### src/rtl/alu_pkg.sv
// Shared ALU definitions: chunk width, sequencer state encoding and op codes.
package alu_pkg;
  localparam int CHUNK_W = 16;

  localparam logic OP_ADD = 1'b0;
  localparam logic OP_SUB = 1'b1;

  typedef enum logic [1:0] {IDLE, RUN, DONE} state_t;
endpackage

### src/rtl/rca_chain_seq_if.sv
// Issue/writeback bundle for the chunked add/subtract sequencer.
interface rca_chain_seq_if #(parameter int WORDS = 4);
  import alu_pkg::*;
  localparam int W = CHUNK_W * WORDS;

  // Handshake: a transfer happens on a rising edge where valid and ready are
  // both high; the producer holds payload and valid stable until it does.
  logic         in_valid;
  logic         in_ready;
  logic         op_sub;
  logic [W-1:0] a;
  logic [W-1:0] b;
  logic         out_valid;
  logic         out_ready;
  logic [W-1:0] result;
  logic         carry;
  logic         overflow;
  logic         zero;

  modport master (
    output in_valid, op_sub, a, b, out_ready,
    input  in_ready, out_valid, result, carry, overflow, zero
  );

  modport slave (
    input  in_valid, op_sub, a, b, out_ready,
    output in_ready, out_valid, result, carry, overflow, zero
  );
endinterface

### src/rtl/rca_chain_seq_rca.sv
// 16-bit ripple-carry adder slice; also exposes the carry into the MSB for overflow.
module rca
  import alu_pkg::*;
(
  input  logic [CHUNK_W-1:0] a,
  input  logic [CHUNK_W-1:0] b,
  input  logic               cin,
  output logic [CHUNK_W-1:0] sum,
  output logic               cout,
  output logic               msbcin
);
  logic c;

  always_comb begin
    c      = cin;
    sum    = '0;
    msbcin = 1'b0;
    for (int i = 0; i < CHUNK_W; i++) begin
      sum[i] = a[i] ^ b[i] ^ c;
      if (i == CHUNK_W - 1) msbcin = c;
      c = (a[i] & b[i]) | (c & (a[i] ^ b[i]));
    end
    cout = c;
  end
endmodule

### src/rtl/rca_chain_seq.sv
// Add/subtract sequencer running one 16-bit rca slice over WORDS chunks, LSB first.
// Optional RCA_CHAIN_SEQ_SAT_EN: saturate the result on signed overflow.
module rca_chain_seq
  import alu_pkg::*;
#(
  parameter int WORDS = 4
) (
  input  logic clk,
  input  logic rst_n,
  rca_chain_seq_if.slave bus,
  output state_t dbg_state
);
  localparam int W  = CHUNK_W * WORDS;
  localparam int CW = $clog2(WORDS);
  localparam logic [CW-1:0] LAST = CW'(WORDS - 1);

  state_t state_q, state_d;
  logic [CW-1:0] cnt_q;
  logic [W-1:0]  a_q, b_q, result_q, res_nxt;
  logic          cy_q, carry_q, ovf_q, zero_q;
  logic [CHUNK_W-1:0] a_chunk, b_chunk, sum;
  logic          cout, msbcin, last, ovf_nxt;

  // b_q already holds ~B for subtract, so the slice only ever adds.
  assign a_chunk = a_q[cnt_q*CHUNK_W +: CHUNK_W];
  assign b_chunk = b_q[cnt_q*CHUNK_W +: CHUNK_W];
  assign last    = (state_q == RUN) && (cnt_q == LAST);

  rca u_rca (
    .a      (a_chunk),
    .b      (b_chunk),
    .cin    (cy_q),
    .sum    (sum),
    .cout   (cout),
    .msbcin (msbcin)
  );

  always_comb begin
    res_nxt = result_q;
    res_nxt[cnt_q*CHUNK_W +: CHUNK_W] = sum;
    ovf_nxt = msbcin ^ cout;
`ifdef RCA_CHAIN_SEQ_SAT_EN
    // Both operand signs clear means the true result is positive.
    if (last && ovf_nxt) begin
      res_nxt = (!a_q[W-1] && !b_q[W-1]) ? {1'b0, {(W-1){1'b1}}}
                                         : {1'b1, {(W-1){1'b0}}};
    end
`endif
  end

  always_ff @(posedge clk or negedge rst_n) begin
    if (!rst_n) state_q <= IDLE;
    else        state_q <= state_d;
  end

  always_comb begin
    state_d = state_q;
    case (state_q)
      IDLE:    if (bus.in_valid)    state_d = RUN;
      RUN:     if (cnt_q == LAST)   state_d = DONE;
      DONE:    if (bus.out_ready)   state_d = IDLE;
      default:                      state_d = IDLE;
    endcase
  end

  always_ff @(posedge clk or negedge rst_n) begin
    if (!rst_n) begin
      cnt_q    <= '0;
      a_q      <= '0;
      b_q      <= '0;
      cy_q     <= 1'b0;
      result_q <= '0;
      carry_q  <= 1'b0;
      ovf_q    <= 1'b0;
      zero_q   <= 1'b0;
    end else begin
      case (state_q)
        IDLE: if (bus.in_valid) begin
          a_q   <= bus.a;
          b_q   <= bus.b ^ {W{bus.op_sub}};
          cy_q  <= bus.op_sub;
          cnt_q <= '0;
        end
        RUN: begin
          result_q <= res_nxt;
          cy_q     <= cout;
          if (last) begin
            carry_q <= cout;
            ovf_q   <= ovf_nxt;
            zero_q  <= (res_nxt == '0);
          end else begin
            cnt_q <= cnt_q + CW'(1);
          end
        end
        DONE: if (bus.out_ready) cnt_q <= '0;
        default: ;
      endcase
    end
  end

  assign bus.in_ready  = (state_q == IDLE) && rst_n;
  assign bus.out_valid = (state_q == DONE);
  assign bus.result    = result_q;
  assign bus.carry     = carry_q;
  assign bus.overflow  = ovf_q;
  assign bus.zero      = zero_q;
  assign dbg_state     = state_q;
endmodule

### src/flat_wrapper.sv
// flat-port wrapper written by rule: the top's interface ports become plain ports
module rca_chain_seq_flat import alu_pkg::*;
#(
  parameter int WORDS = 4
)
  (clk, rst_n, dbg_state, bus_in_valid, bus_op_sub, bus_a, bus_b, bus_out_ready, bus_in_ready, bus_out_valid, bus_result, bus_carry, bus_overflow, bus_zero);
  rca_chain_seq_if #(.WORDS(WORDS)) bus_i ();
  input  logic clk;
  input  logic rst_n;
  output state_t dbg_state;
  input wire logic [$bits(bus_i.in_valid)-1:0] bus_in_valid;
  input wire logic [$bits(bus_i.op_sub)-1:0] bus_op_sub;
  input wire logic [$bits(bus_i.a)-1:0] bus_a;
  input wire logic [$bits(bus_i.b)-1:0] bus_b;
  input wire logic [$bits(bus_i.out_ready)-1:0] bus_out_ready;
  output wire logic [$bits(bus_i.in_ready)-1:0] bus_in_ready;
  output wire logic [$bits(bus_i.out_valid)-1:0] bus_out_valid;
  output wire logic [$bits(bus_i.result)-1:0] bus_result;
  output wire logic [$bits(bus_i.carry)-1:0] bus_carry;
  output wire logic [$bits(bus_i.overflow)-1:0] bus_overflow;
  output wire logic [$bits(bus_i.zero)-1:0] bus_zero;
  assign bus_i.in_valid = bus_in_valid;
  assign bus_i.op_sub = bus_op_sub;
  assign bus_i.a = bus_a;
  assign bus_i.b = bus_b;
  assign bus_i.out_ready = bus_out_ready;
  assign bus_in_ready = bus_i.in_ready;
  assign bus_out_valid = bus_i.out_valid;
  assign bus_result = bus_i.result;
  assign bus_carry = bus_i.carry;
  assign bus_overflow = bus_i.overflow;
  assign bus_zero = bus_i.zero;
  rca_chain_seq #(.WORDS(WORDS)) u_core (.clk(clk), .rst_n(rst_n), .bus(bus_i), .dbg_state(dbg_state));
endmodule
### config.mk
export PLATFORM = sky130hd
export DESIGN_NAME = rca_chain_seq_flat
export DESIGN_NICKNAME = d
export VERILOG_FILES = /design/src/rtl/alu_pkg.sv /design/src/rtl/rca_chain_seq_if.sv /design/src/rtl/rca_chain_seq_rca.sv /design/src/rtl/rca_chain_seq.sv /design/src/flat_wrapper.sv
export SDC_FILE = /design/constraint.sdc
export NUM_CORES = 1
export LEC_CHECK = 0
export CAP_MARGIN = 0
export CORE_MARGIN = 4
export CORE_UTILIZATION = 29
export CTS_CLUSTER_DIAMETER = 30
export DETAILED_ROUTE_END_ITERATION = 12
export GPL_TIMING_DRIVEN = 0
export PLACE_DENSITY_LB_ADDON = 0.08
export SYNTH_ARGS = -nofsm -noshare
export SYNTH_HDL_FRONTEND = slang
export SYNTH_SLANG_ARGS = --single-unit
### constraint.sdc
create_clock -name clk -period 21.5 [get_ports clk]
set_input_delay 6.45 -clock clk [delete_from_list [all_inputs] [get_ports clk]]
set_output_delay 6.45 -clock clk [all_outputs]
set_load 0.005 [all_outputs]
==> summary.md <==
| Metric | Value |
|---|---|
| Number of port buffers | 202 |
| Max-slew headroom at the worst pin | about two fifths |
| Maximum number of pins on one net before global-route repair | 109 |
| Largest stage delay on the critical path | 0.54 ns |
| Share of layout cells above drive strength 1 | 13.75% |
| Total design power | 2.369 mW |
| Worst Path Max Fanout | 108 |
| Post-route ant nets | 0 |
| # H-tree levels | 4 |
| Number of nets produced by synthesis | about 1,000 |
| Final nets | 1,226 |
| Ordered list of cells on the worst path | buf_8 > buf_16 > nor3b_1 > clkdlybuf4s50_1 |
| Worst-Margin Slew | 0.9275 ns |
| HPWL after detailed placement | around 24,000 um |
| Post-synthesis sequential element count | 200 |
| Routability cong. | 0.8235 |
| Final total negative setup slack | 0 ns |
| Capture instance of the worst register-to-register path | u_core.bus.zero |
| Worst reg2reg startpoint | u_core.cnt_q[1] |
| Syn Std Cell Area | approximately 9700 um^2 |
| Area of the core | 32,700 um^2 |
| Placement Setup Slack | around 6.6 ns |
| Initial core utilization | around 30% |
| Mapped Avg Cell Area | 11.38 um^2 |
| Chip Height | 190.6 um |
| CTS tree | yes |
| Placed cell areas | 12,270 um^2 |
| Outcome | finished, final reports clean |
| Tot GR Track Use | between 10% and 20% |
| Most common cell in the netlist | dfrtp_1 |
| CP startpoint kind | primary input |
| Fillers | 3,316 |
| Max VDD drop | 0.0001313 V |
| Clock transition at path regs | about 0.080 ns |
| Master of the slowest instance on the critical path | buf_8 |
| Max Slew Vio Count | 0 |
| DR iter-0 viols | 345 |
| Clock tree sinks | 200 |
| Hold buffer count at cts | 0 |
| Fraction of the yosys area taken by sequential cells | 51.79% |
| Max Buffers Root-to-Sink | 2 |
| Global-route wire length before repair | 47,870 um |
| Pre-Repair DR Iteration Count | 5 |
| Total via count after detailed routing | around 7,200 |
| Buffers inserted during post-CTS setup optimization | 0 |
| Worst skew pair latency | 0.45 ns |
| Number of cells on the worst hold path | 2 |
| Residual DRC count | 0 |
| Tightest Hold Check Type | flop to flop |
| Register-to-register setup slack | 11.24 ns |
| Cts bufs inserted | 17 |
| Total leakage power | 5.153 nW |
| # diodes | 0 |
| Min Clock Period, post-route | 14.80 ns |
| Power density cells | 184.3 nW/um^2 |
| Commonest cells post-synth | dfrtp_1 (200), nand2_1 (81), nor2_1 (74), a21oi_1 (69), xnor2_1 (65) |
| Routed wire length | 31,960 um |
| Share of Yosys cell area claimed by the top area cell type | 51.79% |
| Total of cells resized after clock tree synthesis | 0 |
| Most area-hungry cell type in the Yosys netlist | dfrtp_1 |
| Final-report hold violation count | 0 |
| Worst clock skew | 0.01971 ns |
| Setup repair after global routing missed its margin | no |
| Startpoint-to-endpoint class of the critical path | primary input to output port |
| Total gr overflow | 0 |
| Path depth of the worst reg2reg path | 27 |
| Final instance area | ~13,000 um^2 |
| Vias in the first global route | 7,619 |
| Synth top area cells | dfrtp_1 (52%), mux2_2 (7.5%), mux4_2 (7.5%) |
| Yosys cell types | 41 |
| Full die area | 36,310 um^2 |
| WP data arrival | between 8 and 9 ns |
| Placement Rows | 66 |
| Horiz. Die Dim | 190.6 um |
| Vias per inst | about 4.7 |
| Layout overhead on the synthesized area | 33.00% |
| Top flip-flop cell by instance count after synthesis | dfrtp_1 |
| Clock root buffer | clkbuf_16 |
| Number of antenna violations at the first check in global routing | 0 |
| Post-synthesis instance total | 849 |
| Final setup violation count | 0 |
| Kind of end point of the critical path | output port |
| Required @ worst endpoint | 15.05 ns |
| Share of synthesized registers carrying an async set or reset | 100.0% |
| Startpoint of the lowest-slack hold path | u_core.bus.overflow |
| Count of flip-flops with a built-in enable after synthesis | 0 |
| Worst hold path endpoint | u_core.bus.overflow |
| Detail-routed net length per standard cell | around 21 um |
| Max Clk Rate | 67.58 MHz |
| Total I/O pin count | 204 |
| MaxCap Viol Count | 0 |
| Number of warnings reported in the yosys synthesis log | 0 |
| Fin worst setup slack | 6.703 ns |
| Final period utilization | about 69% |
[cell type report]
| class | count | area (um^2) | share of cell area, % |
|---|---|---|---|
| clock inverters | 13 | 148.9 | 1.158 |
| multi-input cells | 555 | 4285 | 33.34 |
| well taps | 442 | 553.0 | 4.303 |
| flip-flops and latches | 200 | 5005 | 38.94 |
| clock buffers | 19 | 432.9 | 3.368 |
| plain buffers | 55 | 227.7 | 1.772 |
| repair buffers | 203 | 2054 | 15.98 |
| inverters | 39 | 146.4 | 1.139 |
[worst max-delay path: cells and delay by family]
family	cells	cell delay, ns
buffers and inverters	3	1.52
AND/OR/NAND/NOR	1	0.26
[state kept, by name, indices dropped and copies added, names as in the netlist]
register             count
u_core.bus.zero          1
u_core.cnt_q             2
u_core.bus.overflow      1
u_core.dbg_state         2
u_core.cy_q              1
u_core.bus.carry         1
u_core.bus.result       64
u_core.a_q              64
u_core.b_q              64
[power by group]
group / total [mW] / leakage, nW / internal [mW] / switching, mW
Sequential: 0.657 / 2.43 / 0.548 / 0.109
Combinational: 1.39 / 2.44 / 0.553 / 0.833
Clock: 0.326 / 0.285 / 0.157 / 0.168
[routing by layer]
layer / global-route usage [%] / wire length (um) / up-vias
met2: 29.89 / 15970 / 187
met5: 0 / 0 / -
li1: - / - / 3378
met3: 3.039 / 1330 / 18
met1: 24.31 / 14450 / 3620
met4: 3.122 / 214 / 0
[worst max-delay path by stage]
stage,slack [ns],start,depth (start not counted),endpoint
2_1_floorplan,8.40,rst_n,1,bus_in_ready
5_1_grt,6.40,rst_n,4,bus_in_ready
3_5_place_dp,6.59,rst_n,4,bus_in_ready
6_report,6.70,rst_n,4,bus_in_ready
4_1_cts,6.59,rst_n,4,bus_in_ready
3_3_place_gp,-0.25,rst_n,3,bus_in_ready
[cell families after synthesis]
group,after synthesis,share of synthesized area [%]
AOI/OAI and AO/OA,154,8.752
xor gates and xnor gates,65,5.891
adders and majority gates,22,4.091
buffers and inverters,94,3.871
DFF,200,51.79
muxes,106,15.95
and+or+nand+nor,208,9.658
[placed cells by master, fill, tap and decap left out, types with 3 or more instances in the layout]
cell type,n
clkdlybuf4s50_1,201
dfrtp_1,200
nand2_1,81
nor2_1,74
a21oi_1,69
xnor2_1,65
mux2_2,64
o21ai_0,64
inv_1,39
clkbuf_1,36
mux4_2,32
clkbuf_16,17
fa_1,16
buf_2,14
mux2i_1,10
nor3_1,10
nand3_1,9
nor4_1,9
o41ai_1,7
buf_1,6
nand2b_1,6
ha_1,6
inv_8,5
nor3b_1,4
inv_6,4
nand4_1,3
a31oi_1,3
or4_1,3
nor4_2,3
clkinv_8,3
[stage by stage]
stage | instances | hold WS [ns] | util (%)
5_1_grt | 1526 | 0.5198 | 39.31
6_report | 1526 | 0.4932 | 39.31
2_1_floorplan | 849 | 0.4733 | -
3_5_place_dp | 1494 | 0.4785 | 37.53
4_1_cts | 1526 | 0.4970 | 39.31
3_3_place_gp | 1493 | 0.4716 | 37.43
Note: power is estimated with default switching activity, not from simulation.
